===== src/rtl/fxu_pkg.sv =====
// fxu_pkg: shared definitions for the fixed-point execution unit.
//   - OP_W and the opcode constants decoded by fxu_pipe
//   - fxu_state_e: sequencing states (single-cycle issue vs. iterative MUL)
package fxu_pkg;

  localparam int OP_W = 4;

  localparam logic [OP_W-1:0] OP_ADD  = 4'b0000;
  localparam logic [OP_W-1:0] OP_SUB  = 4'b0001;
  localparam logic [OP_W-1:0] OP_AND  = 4'b0010;
  localparam logic [OP_W-1:0] OP_OR   = 4'b0011;
  localparam logic [OP_W-1:0] OP_MOV  = 4'b0100;
  localparam logic [OP_W-1:0] OP_MOVL = 4'b0101;
  localparam logic [OP_W-1:0] OP_MOVH = 4'b0110;
  localparam logic [OP_W-1:0] OP_XOR  = 4'b0111;
  localparam logic [OP_W-1:0] OP_SHL  = 4'b1000;
  localparam logic [OP_W-1:0] OP_SHR  = 4'b1001;
  localparam logic [OP_W-1:0] OP_MUL  = 4'b1010;

  typedef enum logic [1:0] {
    IDLE     = 2'd0,
    MUL_RUN  = 2'd1,
    MUL_DONE = 2'd2
  } fxu_state_e;

endpackage


===== src/rtl/fxu_out_fifo.sv =====
// fxu_out_fifo: small in-order result FIFO with a flop-based head.
// Ports:
//   clk, rst_n          clock, asynchronous active-low reset (clears contents)
//   push, push_data     write one entry (caller guarantees a free slot)
//   pop                 consume the head; ignored when empty
//   count               current occupancy, 0..DEPTH
//   head_valid, head    head entry; head reads 0 after reset
module fxu_out_fifo #(
  parameter int W     = 20,
  parameter int DEPTH = 2
) (
  input  logic                     clk,
  input  logic                     rst_n,
  input  logic                     push,
  input  logic [W-1:0]             push_data,
  input  logic                     pop,
  output logic [$clog2(DEPTH):0]   count,
  output logic                     head_valid,
  output logic [W-1:0]             head
);

  localparam int AW = $clog2(DEPTH);
  localparam int CW = AW + 1;

  logic [W-1:0]  mem_q [DEPTH];
  logic [W-1:0]  mem_d [DEPTH];
  logic [AW-1:0] wr_ptr_q, wr_ptr_d;
  logic [AW-1:0] rd_ptr_q, rd_ptr_d;
  logic [CW-1:0] count_q, count_d;
  logic          pop_eff;

  always_comb begin
    mem_d    = mem_q;
    wr_ptr_d = wr_ptr_q;
    rd_ptr_d = rd_ptr_q;
    count_d  = count_q;
    pop_eff  = pop && (count_q != '0);

    if (push) begin
      mem_d[wr_ptr_q] = push_data;
      wr_ptr_d        = wr_ptr_q + 1'b1;
    end
    if (pop_eff) begin
      rd_ptr_d = rd_ptr_q + 1'b1;
    end
    // Simultaneous push and pop leaves occupancy unchanged.
    case ({push, pop_eff})
      2'b10:   count_d = count_q + 1'b1;
      2'b01:   count_d = count_q - 1'b1;
      default: count_d = count_q;
    endcase
  end

  always_ff @(posedge clk or negedge rst_n) begin
    if (!rst_n) begin
      for (int i = 0; i < DEPTH; i++) begin
        mem_q[i] <= '0;
      end
      wr_ptr_q <= '0;
      rd_ptr_q <= '0;
      count_q  <= '0;
    end else begin
      mem_q    <= mem_d;
      wr_ptr_q <= wr_ptr_d;
      rd_ptr_q <= rd_ptr_d;
      count_q  <= count_d;
    end
  end

  assign count      = count_q;
  assign head_valid = (count_q != '0);
  assign head       = mem_q[rd_ptr_q];

endmodule


===== src/rtl/fxu_pipe.sv =====
// fxu_pipe: fixed-point execution unit between reservation stations and ROB writeback.
// Single-cycle ALU ops are pushed into the output FIFO on the accept edge; MUL runs
// an iterative shift-add over DATA_W cycles and pushes from MUL_DONE.
// Ports:
//   clk, rst_n                 clock, asynchronous active-low reset
//   in_valid/in_ready          issue handshake
//   opcode, in_tag, va, vb, imm  decoded issue payload
//   out_valid/out_ready        writeback handshake
//   out_tag, out_value         head result
module fxu_pipe
  import fxu_pkg::*;
#(
  parameter int DATA_W    = 16,
  parameter int IMM_W     = 8,
  parameter int TAG_W     = 4,
  parameter int OUT_DEPTH = 2
) (
  input  logic              clk,
  input  logic              rst_n,
  input  logic              in_valid,
  output logic              in_ready,
  input  logic [OP_W-1:0]   opcode,
  input  logic [TAG_W-1:0]  in_tag,
  input  logic [DATA_W-1:0] va,
  input  logic [DATA_W-1:0] vb,
  input  logic [IMM_W-1:0]  imm,
  output logic              out_valid,
  input  logic              out_ready,
  output logic [TAG_W-1:0]  out_tag,
  output logic [DATA_W-1:0] out_value
);

  localparam int SH_W = $clog2(DATA_W);
  localparam int FW   = TAG_W + DATA_W;
  localparam int CW   = $clog2(OUT_DEPTH) + 1;

  fxu_state_e        state_q, state_d;
  logic [SH_W-1:0]   cnt_q, cnt_d;
  logic [DATA_W-1:0] acc_q, acc_d;
  logic [DATA_W-1:0] mcand_q, mcand_d;
  logic [DATA_W-1:0] mplier_q, mplier_d;
  logic [TAG_W-1:0]  tag_q, tag_d;

  logic [CW-1:0]     fifo_count;
  logic              fifo_push;
  logic [FW-1:0]     fifo_push_data;
  logic [FW-1:0]     fifo_head;
  logic              accept;
  logic [DATA_W-1:0] alu_result;
  logic [DATA_W-1:0] imm_ext;
  logic [DATA_W-1:0] hi_mask;
  logic [DATA_W-1:0] lo_mask;

  // A MUL is only accepted with a free slot, and nothing else pushes while it
  // runs, so the MUL_DONE push always finds room.
  assign in_ready = (state_q == IDLE) && (fifo_count < CW'(OUT_DEPTH));
  assign accept   = in_valid && in_ready;

  // Masks keep MOVL/MOVH legal even when IMM_W == DATA_W.
  assign imm_ext = DATA_W'(imm);
  assign hi_mask = {DATA_W{1'b1}} << IMM_W;
  assign lo_mask = {DATA_W{1'b1}} >> IMM_W;

  always_comb begin
    alu_result = '0;
    case (opcode)
      OP_ADD:  alu_result = va + vb;
      OP_SUB:  alu_result = va - vb;
      OP_AND:  alu_result = va & vb;
      OP_OR:   alu_result = va | vb;
      OP_XOR:  alu_result = va ^ vb;
      OP_MOV:  alu_result = va;
      OP_MOVL: alu_result = (va & hi_mask) | imm_ext;
      OP_MOVH: alu_result = (va & lo_mask) | (imm_ext << (DATA_W - IMM_W));
      OP_SHL:  alu_result = va << vb[SH_W-1:0];
      OP_SHR:  alu_result = va >> vb[SH_W-1:0];
      default: alu_result = '0;
    endcase
  end

  always_comb begin
    state_d        = state_q;
    cnt_d          = cnt_q;
    acc_d          = acc_q;
    mcand_d        = mcand_q;
    mplier_d       = mplier_q;
    tag_d          = tag_q;
    fifo_push      = 1'b0;
    fifo_push_data = {in_tag, alu_result};

    case (state_q)
      IDLE: begin
        if (accept) begin
          if (opcode == OP_MUL) begin
            mcand_d  = va;
            mplier_d = vb;
            tag_d    = in_tag;
            acc_d    = '0;
            cnt_d    = '0;
            state_d  = MUL_RUN;
          end else begin
            fifo_push = 1'b1;
          end
        end
      end
      MUL_RUN: begin
        if (mplier_q[cnt_q]) begin
          acc_d = acc_q + (mcand_q << cnt_q);
        end
        if (cnt_q == SH_W'(DATA_W - 1)) begin
          cnt_d   = '0;
          state_d = MUL_DONE;
        end else begin
          cnt_d = cnt_q + 1'b1;
        end
      end
      MUL_DONE: begin
        fifo_push      = 1'b1;
        fifo_push_data = {tag_q, acc_q};
        state_d        = IDLE;
      end
      default: state_d = IDLE;
    endcase
  end

  always_ff @(posedge clk or negedge rst_n) begin
    if (!rst_n) begin
      state_q  <= IDLE;
      cnt_q    <= '0;
      acc_q    <= '0;
      mcand_q  <= '0;
      mplier_q <= '0;
      tag_q    <= '0;
    end else begin
      state_q  <= state_d;
      cnt_q    <= cnt_d;
      acc_q    <= acc_d;
      mcand_q  <= mcand_d;
      mplier_q <= mplier_d;
      tag_q    <= tag_d;
    end
  end

  fxu_out_fifo #(
    .W     (FW),
    .DEPTH (OUT_DEPTH)
  ) u_out_fifo (
    .clk        (clk),
    .rst_n      (rst_n),
    .push       (fifo_push),
    .push_data  (fifo_push_data),
    .pop        (out_ready),
    .count      (fifo_count),
    .head_valid (out_valid),
    .head       (fifo_head)
  );

  assign out_tag   = fifo_head[FW-1:DATA_W];
  assign out_value = fifo_head[DATA_W-1:0];

endmodule


===== config.mk =====
export PLATFORM = sky130hd
export DESIGN_NAME = fxu_pipe
export DESIGN_NICKNAME = d
export VERILOG_FILES = /design/src/rtl/fxu_pkg.sv /design/src/rtl/fxu_out_fifo.sv /design/src/rtl/fxu_pipe.sv
export SDC_FILE = /design/constraint.sdc
export NUM_CORES = 1
export LEC_CHECK = 0
export ABC_AREA = 1
export CAP_MARGIN = 10
export CORE_MARGIN = 1.5
export CORE_UTILIZATION = 43
export CTS_CLUSTER_DIAMETER = 100
export DETAILED_ROUTE_END_ITERATION = 6
export GPL_ROUTABILITY_DRIVEN = 0
export PLACE_DENSITY = 0.59
export SLEW_MARGIN = 0
export SYNTH_ARGS = -nofsm -noshare
export SYNTH_HDL_FRONTEND = slang
export SYNTH_SLANG_ARGS = --single-unit

===== constraint.sdc =====
create_clock -name clk -period 3.7 [get_ports clk]
set_input_delay 0.74 -clock clk [delete_from_list [all_inputs] [get_ports clk]]
set_output_delay 0.74 -clock clk [all_outputs]
set_load 0.01 [all_outputs]

==> results.toml <==
[logic_synthesis]
synthArstFlopShare_pct = 100
ys_ff_latch = 102
netlist_area_um2 = 9510
synth_cell_type_count = 41
yosys.area.top_type_share_pct = 26.8
synth_area_per_cell_um2 = 6.17
yosys_warnings = 0
synth_fp_nets = 1663
synth_largest_area_cell = "dfrtp_1"
synthCells = 1543
ys.flop_type = "dfrtp_1"
synth-edff-count = 0
seq_area_frac_synth_pct = 26.8
synthTopCellsByArea = "dfrtp_1, nand2_1, ha_1"

[sta]
finalHoldViolCount = 0
period_share_pct = 93.2
relSlewSlack_pct = 50.6
slew_viol_final = 0
tns_ns = 0
setup_violations = 0
fmax_ghz = 0.290
tightest_slew_ns = 0.739
fin_skew_ns = 0.0135
min_period_ns = 3.45

[final_layout]
antennaDiodeCount = 0
drive_above_1_share_pct = 8.46
fillers = 2255
fin_nets = 1769
syn_to_final_growth_pct = 18.5
final_cell_mix = "nand2_1, o21ai_0, inv_1, nor2_1, nand3_1"
instances_no_fill = 1934
final_common_cell = "nand2_1"

[floorplan]
rows = 54
ioPinCount = 74
die_width_um = 152
die_h_um = 152
fp.coreArea_um2 = 21800
start_util_pct = 43.7
dieArea_um2 = 23000

[clock_tree]
clk_pin_slew_ns = 0.07
cts_sinks = 102
post_cts_buffers = 0
clock_path_buffers = 2
hold_buffers = 0
clock_latency_ns = 0.36
numCtsBuffers = 9
h-tree-depth = 3
cts_tree = "built"
cts.repair.resized = 0
cts_root_buffer = "clkbuf_16"

[route]
ant_nets = 0
drtIter0Drc = 796
avgRoutedWirePerCell_um = 17.1
vias_per_cell = 5.37
postRouteWirelength_mm = 33.2
route.detailed.drc = 0
first_pass_iters = 5
vias = 10389

[global_route]
antenna_found_initial = 0
track_usage_pct = 29.8
grt_max_degree = 103
grt_pass1_vias = 9635
grt_first_pass_wirelength_mm = 52.0
grt-ovfl-total = 0

[critical_path]
worst-path-max-fanout = 4
crit_type = "in -> reg"
worstSetupStartpointType = "input pin"
arrival_ns = 3.75
worst_ep_required_time_ns = 4.00
cp-end-kind = "register"

[power_and_ir_drop]
worst_ir_drop_vdd_mv = 0.547
p_per_area_nw_per_um2 = 664
p_leak_nw = 5.80

[place]
hpwl_mm = 25.7
port_buffers = 73
place_inst = 1918

[worst_hold_path]
hold_path_class = "in -> async"

[flow_run]
cap_violations = 0

[outcome]
status = "finished clean"
==> critical path, cell delays in order <==
cell,delay [ns]
clkdlybuf4s50_1,0.43
buf_4,0.15
nor2_2,0.19
nand2_2,0.14
o31ai_2,0.32
buf_4,0.16
xor2_1,0.13
inv_1,0.05
ha_1,0.34
a21oi_1,0.27
o21ai_0,0.11
a21oi_1,0.17
nand2_1,0.07
nand2_1,0.05
nand3_1,0.06
nand2_1,0.07
nand2_1,0.05
nand2_1,0.10
nand2_1,0.06
nand2_1,0.08
==> registers in the layout, indices dropped and copies added (netlist names) <==
register             count
u_out_fifo.mem_q        40
acc_q                   16
mcand_q                 16
mplier_q                16
cnt_q                    4
tag_q                    4
state_q                  2
u_out_fifo.count         2
u_out_fifo.rd_ptr_q      1
u_out_fifo.wr_ptr_q      1
==> cells by family (layout without fill, tap and decap cells) <==
| logic type | after synthesis | in the layout | synth area share [%] |
|---|---|---|---|
| xor gates and xnor gates | 22 | 22 | 2.03 |
| adders and majority gates | 68 | 68 | 9.10 |
| buffers and inverters | 211 | 322 | 9.28 |
| and+or+nand+nor | 858 | 858 | 36.7 |
| DFF | 102 | 102 | 26.8 |
| AOI/OAI and AO/OA | 282 | 282 | 16.1 |
==> stage by stage <==
step | hold WS (ns) | setup slack (ns) | util, % | power (W) | instance area, um^2
global route | 0.470 | -0.00721 | 51.8 | 0.00820 | 11300
finish | 0.375 | 0.250 | 51.8 | 0.00749 | 11300
detailed placement | 0.459 | -0.209 | 50.1 | 0.00641 | 10900
CTS | 0.453 | 0.134 | 51.7 | 0.00750 | 11200
global placement | 0.458 | -0.242 | 50.1 | 0.00635 | 10900
floorplan | 0.442 | 0.318 | - | 0.00501 | 9510
==> layer usage <==
layer / share of wire [%] / global-route usage, % / vias up / routed length [um]
met5: 0 / 0 / - / 0
met4: 4.9 / 14.7 / 0 / 1610
met3: 7.6 / 4.67 / 88 / 2500
met2: 42 / 45.5 / 401 / 14100
met1: 45 / 41.0 / 4712 / 15000
li1: - / - / 5188 / -
==> final cells by class <==
class | instances | area, um^2 | share of cell area [%]
Multi-Input combinational cell | 1230 | 6120 | 54.2
Sequential cell | 102 | 2550 | 22.6
Timing Repair Buffer | 156 | 1360 | 12.1
Inverter | 150 | 563 | 4.99
Tap cell | 280 | 350 | 3.11
Clock buffer | 9 | 225 | 2.00
Clock inverter | 7 | 105 | 0.932
==> cells in the mapped netlist (4+ instances only) <==
master	n
xor2_1	16
o22ai_1	4
buf_2	19
nor3_1	11
clkbuf_1	24
dfrtp_1	102
a21oi_1	79
nand3_1	110
buf_4	10
buf_1	4
nor2_2	8
xnor2_1	6
or2_2	6
nand2_1	586
a31oi_1	11
nor2_1	116
inv_2	8
nand4_1	9
inv_1	141
o21ai_1	18
o21a_1	8
buf_6	4
ha_1	66
o211ai_1	9
o21ai_0	142
==> where the power goes <==
part | internal, W | switching, W | leakage [nW]
clock | 0.000603 | 0.000471 | 0.158
sequential | 0.00163 | 0.000309 | 1.25
combinational | 0.00172 | 0.00275 | 4.39
total | 0.00395 | 0.00353 | 5.80
==> worst paths after layout <==
path                                      start                    to  slack [ns]  cells after the start
hold reg to reg            u_out_fifo.mem_q[16]  u_out_fifo.mem_q[16]        0.48                      2
min in group clk           u_out_fifo.mem_q[16]  u_out_fifo.mem_q[16]        0.48                      2
hold / removal                            rst_n              tag_q[2]        0.37                      2
setup / recovery                          vb[0]  u_out_fifo.mem_q[34]        0.25                     20
setup reg to reg                       cnt_q[0]             acc_q[14]        0.55                     16
max in group asynchronous                 rst_n             acc_q[12]        2.78                      2
Note: power is estimated with default switching activity, not from simulation.
